===== src/rtl/sync_filter_bank.sv =====
`timescale 1ns/1ps
`default_nettype none
// ============================================================================
// Module      : sync_filter_bank
// Description : Per-channel multi-flop synchroniser, consecutive-sample
//               filter, edge detect, and optional Gray-to-binary decode.
// Revision    : 1.0 - initial release
// ============================================================================
module sync_filter_bank #(
    parameter int N      = 4,
    parameter int STAGES = 2,
    parameter int FILT   = 1,
    parameter int GRAY   = 0
) (
    input  logic         clk,
    input  logic         rst,
    input  logic [N-1:0] din,
    output logic [N-1:0] q,
    output logic [N-1:0] rise,
    output logic [N-1:0] fall,
    output logic         chg,
    output logic [N-1:0] qbin
);

    localparam int            CW        = $clog2(FILT + 1);
    localparam logic [CW-1:0] c_CNT_MAX = CW'(FILT - 1);

    for (genvar i = 0; i < N; i++) begin : g_ch
        logic [STAGES-1:0] r_sync;
        logic [CW-1:0]     r_cnt;
        logic              r_q;
        logic              r_rise;
        logic              r_fall;
        logic              w_s;

        // Pure flop chain: nothing may sit between synchroniser stages.
        always_ff @(posedge clk or posedge rst) begin
            if (rst) begin
                r_sync <= '0;
            end else begin
                r_sync <= {r_sync[STAGES-2:0], din[i]};
            end
        end

        assign w_s = r_sync[STAGES-1];

        // Counter only advances while the synchronised level disagrees with q,
        // so any agreeing sample discards a partial deviation.
        always_ff @(posedge clk or posedge rst) begin
            if (rst) begin
                r_cnt  <= '0;
                r_q    <= 1'b0;
                r_rise <= 1'b0;
                r_fall <= 1'b0;
            end else if (w_s == r_q) begin
                r_cnt  <= '0;
                r_rise <= 1'b0;
                r_fall <= 1'b0;
            end else if (r_cnt == c_CNT_MAX) begin
                r_cnt  <= '0;
                r_q    <= w_s;
                r_rise <= w_s;
                r_fall <= ~w_s;
            end else begin
                r_cnt  <= r_cnt + CW'(1);
                r_rise <= 1'b0;
                r_fall <= 1'b0;
            end
        end

        assign q[i]    = r_q;
        assign rise[i] = r_rise;
        assign fall[i] = r_fall;
    end : g_ch

    assign chg = |(rise | fall);

    if (GRAY != 0) begin : g_gray
        // Binary bit k is the parity of Gray bits k..N-1.
        for (genvar k = 0; k < N; k++) begin : g_bit
            assign qbin[k] = ^q[N-1:k];
        end : g_bit
    end else begin : g_plain
        assign qbin = q;
    end : g_plain

endmodule : sync_filter_bank
`default_nettype wire


===== config.mk =====
export PLATFORM = sky130hd
export DESIGN_NAME = sync_filter_bank
export DESIGN_NICKNAME = d
export VERILOG_FILES = /design/src/rtl/sync_filter_bank.sv
export SDC_FILE = /design/constraint.sdc
export NUM_CORES = 1
export LEC_CHECK = 0
export ABC_AREA = 0
export CORE_ASPECT_RATIO = 0.9
export CORE_MARGIN = 5
export CORE_UTILIZATION = 45
export CTS_CLUSTER_SIZE = 25
export DETAILED_ROUTE_END_ITERATION = 16
export PLACE_DENSITY = 0.76
export SETUP_SLACK_MARGIN = 0.2
export SLEW_MARGIN = 20
export SYNTH_ARGS = -nofsm -noshare
export SYNTH_HDL_FRONTEND = slang
export SYNTH_SLANG_ARGS = --single-unit

===== constraint.sdc =====
create_clock -name clk -period 1.3 [get_ports clk]
set_clock_uncertainty 0.15 [all_clocks]
set_input_delay 0.26 -clock clk [delete_from_list [all_inputs] [get_ports clk]]
set_output_delay 0.26 -clock clk [all_outputs]
set_load 0.02 [all_outputs]

; ---- Yosys cells after proc, flatten, opt, wreduce, memory -nomap -nowiden
; Cells that the tools add are included.
[word_totals]
regBits = 24
elab_cells = 70
[classes]
addsub = 4
eq_ne = 4
muxes = 24
bitwise = 13
n_reduce_logical = 5
[op_table]
columns = cell, count
row1 = 1-bit 2-to-1 mux, 24
row2 = 1-bit inverter, 12
row3 = 2-bit AND reduction, 4
row4 = "1-bit adder, second input constant", 4
row5 = 1-bit equality test, 4
row6 = 4-bit OR, 1
row7 = 4-bit OR reduction, 1

; ---- Depth between registers and ports, before layout
; Gate-level depths: netlist (run 1).
[logic_depth]
word_depth = 3
mapped_depth = 4
mapped_depth_nobuf = 4

; ---- Worst setup path before layout (run 1)
; No wires, ideal clock.
[synth_path]
path_type = register to output
startpoint = register g_ch[1].r_fall
endpoint = output port chg
arrival_time_ns = 0.784
required_time_ns = 0.890
path_slack_ns = 0.106
path_stages_with_launch = 3
cell_sequence = dfrtp_1 > nor4_1 > nand2_1
[synth_via]
elab_chain_len = 2
[synth_rtl]
columns = element, line_no
row1 = "start, declared", 33  ; logic r_fall;
row2 = "start signal, assigned", 63  ; r_fall <= ~w_s;
row3 = 4-bit OR, 76  ; assign chg = |(rise | fall);
row4 = 4-bit OR reduction, 76
row5 = "end, declared", 21  ; output logic chg,
; Every way passes these cells.

; ---- Worst setup path after layout (run 1)
[layout_path]
startpoint = register g_ch[3].r_rise
endpoint = output port chg
[layout_via]
elab_chain_len = 2
[layout_rtl]
columns = element, line_no
row1 = "start, declared", 32  ; logic r_rise;
row2 = "start signal, assigned", 62  ; r_rise <= w_s;
row3 = 4-bit OR, 76
row4 = 4-bit OR reduction, 76
; Every way passes these cells.

==> results of run 1 <==
[metal layers]
| metal | vias up | wire [µm] | global-route usage [%] |
|---|---|---|---|
| li1 | 221 | - | - |
| met1 | 216 | 428 | 8.654 |
| met2 | 20 | 659 | 18.31 |
| met3 | 5 | 123 | 5.325 |
| met4 | 0 | 55 | 3.734 |
| met5 | - | 0 | 0 |
[through the flow]
step                util, %  hold WS, ns  TNS [ns]  std cells  instance area (µm²)
floorplan                 -      0.07383         0         64                805.8
global placement      58.63       0.1813    -1.105         99                985.9
detailed placement    58.63       0.1855    -1.326         99                985.9
CTS                   66.22       0.1038   -0.6282        105                 1114
global route          72.17       0.1131   -0.9524        108                 1214
finish                72.17       0.1055   -0.4146        108                 1214
[power by group]
group	switching (W)	leakage [nW]	internal (W)	total, W
Clock	0.000176	0.0210	0.000171	0.000347
Combinational	0.000660	0.307	0.000790	0.00145
Sequential	0.000139	0.245	0.000764	0.000903
Total	0.000975	0.573	0.00173	0.00270
[critical path, delay by kind of cell (launching register included)]
kind	cells	cell delay, ns
buffers and inverters	1	0.15
and+or+nand+nor	2	0.38
DFF	1	0.40
[flip-flops by register name (all words and copies together), names as in the netlist]
register,cells
g_ch.r_sync,8
g_ch.r_rise,4
g_ch.r_fall,4
g_ch.r_q,4
[cell usage after synthesis (all sizes together)]
library cell and n:
buf 16, dfrtp 20, ha 8, inv 9, nand2 5, nor4 2, o21ai 4
[path summary, 6_finish.rpt]
path / endpoint / depth (start not counted) / slack [ns] / from
setup / recovery: chg / 3 / -0.34 / g_ch[3].r_rise$_DFF_PP0_
hold / removal: g_ch[0].r_sync[0]$_DFF_PP0_ / 3 / 0.11 / rst
setup reg to reg: g_ch[1].r_q$_DFFE_PP0P_ / 4 / 0.13 / g_ch[1].r_q$_DFFE_PP0P_
hold reg to reg: g_ch[3].r_sync[1]$_DFF_PP0_ / 0 / 0.21 / g_ch[3].r_sync[0]$_DFF_PP0_
max in group asynchronous: g_ch[2].r_fall$_DFF_PP0_ / 3 / 0.77 / rst
min in group clk: g_ch[3].r_sync[1]$_DFF_PP0_ / 0 / 0.21 / g_ch[3].r_sync[0]$_DFF_PP0_
[layout make-up]
type / count / area share [%]
inverters: 9 / 3.402
clock buffers: 4 / 2.990
well taps: 24 / 2.474
repair buffers: 32 / 28.45
multi-input cells: 19 / 21.44
flip-flops and latches: 20 / 41.24
[timing repair]
action	in CTS	in global routing
gates resized for setup	102	32
setup buffers	2	3
pin swaps	1	5
endpoints found under the setup margin	21	22
[cell families (layout without fill, tap and decap cells)]
logic type / count (synthesis) / after routing / share of synthesized area [%]
AO/OA/AOI/OAI: 4 / 4 / 2.485
adder cells (fa/ha/maj): 8 / 8 / 12.42
AND/OR/NAND/NOR: 7 / 7 / 3.882
flip-flops: 20 / 20 / 62.11
buffers and inverters: 25 / 45 / 19.10
==> qor.yml, run 1 <==
outcome:
  status: "complete, but fails checks"
  violations: "negative setup slack"
setup_path:
  crit_type: "flop to output port"
  startpoint_type: "flop"
  cpMaxStageDelayCell: "dfrtp_1"
  critical_path.endpoint_type: "output port"
  crit_chain: "nor4_1 > nand2_1 > buf_6"
  slowest_delay_ns: 0.40
  required_ns: 0.89
  cp_max_fo: 2
  arrival_ns: 1.23
clock_network:
  root_buffer: "clkbuf_4"
  clockBufferDepth: 2
  cts_buffers: 3
  holdBufCountCts: 0
  cts.sinks: 20
  clkTransAtPathRegs_ns: 0.10
  cts_tree: "done"
  clock_latency_ns: 0.30
  cts_max_level: 1
final_layout:
  final-seq-area_um2: 500.5
  multi_input_area_um2: 260.3
  layout_commonest_cell: "buf_6"
  syn2layout_area_growth_pct: 50.62
  fillers: 114
  nets: 99
  final_cell_mix: "22 x buf_6, 20 x dfrtp_1, 7 x ha_4"
  antenna_cells: 0
  drive_above_1_share_pct: 58.33
logic_synthesis:
  ys_types: 7
  synth-seq-cells: 20
  synth_nets: 78
  yosysSeqAreaShare_pct: 62.11
  yosysTopAreaCell: "dfrtp_1"
  synth_top_area_share_pct: 62.11
  yosysWarnings: 0
  synthTopCellsByArea: "dfrtp_1 62%, buf_4 15%, ha_1 12%"
  synth_area_per_cell_um2: 12.59
  synthCells: 64
  netlist_area_um2: 805.8
floorplanning:
  die_w_um: 54.61
  start_util_pct: 47.92
  dieArea_mm2: 0.002738
  io_pins: 23
  fp.dieH_um: 50.15
  rows: 14
  core_mm2: 0.001682
global_route:
  first_global_vias: 458
  antenna_found_initial: 0
  track_usage_pct: 9.970
  grt_max_degree: 21
  globalRouteOverflowTotal: 0
  grt_pass1_wl_um: 1897
routing:
  dr.pass1.iters: 1
  wl_per_cell_um: 11.72
  viasPerCell: 4.278
  drt_iter0_drc: 0
  drcViolationCount: 0
  dr_total_vias: 462
  detail-route-antenna-nets: 0
  drt-total-wl_um: 1266
pwr:
  p_leak_nw: 0.5725
  p_per_area_mw_per_mm2: 2225
  irDropWorstVdd_mv: 1.128
  power_w: 0.002700
sta:
  fmax_ghz: 0.6112
  period_needed_ns: 1.636
  finalHoldViolCount: 0
  worst_pin_slew_ns: 0.2304
  finalSetupViolCount: 4
  period_share_pct: 125.9
  rsz0062_at_grt: "true"
  final.setup.worst_slack_ns: -0.3362
  drv_slew: 0
  relSlewSlack_pct: 84.50
run:
  maxCapViolCount: 0
place:
  place.gp.congestion: 0.6562
  portBuffers: 22
  place_hpwl_um: 879
  post-place-ws_ns: -0.3890
min_path:
  hold_class: "input pin to asynchronous set/reset pin"
Power figures use the tool's default switching activity.
==> run 2, diff against run 1 <==
Settings changed: ABC_AREA 0 to unset.
==> results of run 2 <==
Final layout, timing and power as in run 1 (identical DEF).
==> run 3, diff against run 2 <==
Settings changed: MAX_ROUTING_LAYER set to met4.
==> results of run 3 <==
Final layout, timing and power as in run 1 (identical DEF).
Among the figures that moved: final weighted congestion in routability-driven placement 0.6562 -> 0.6622; overall routing resource usage 9.970% -> 10.27%
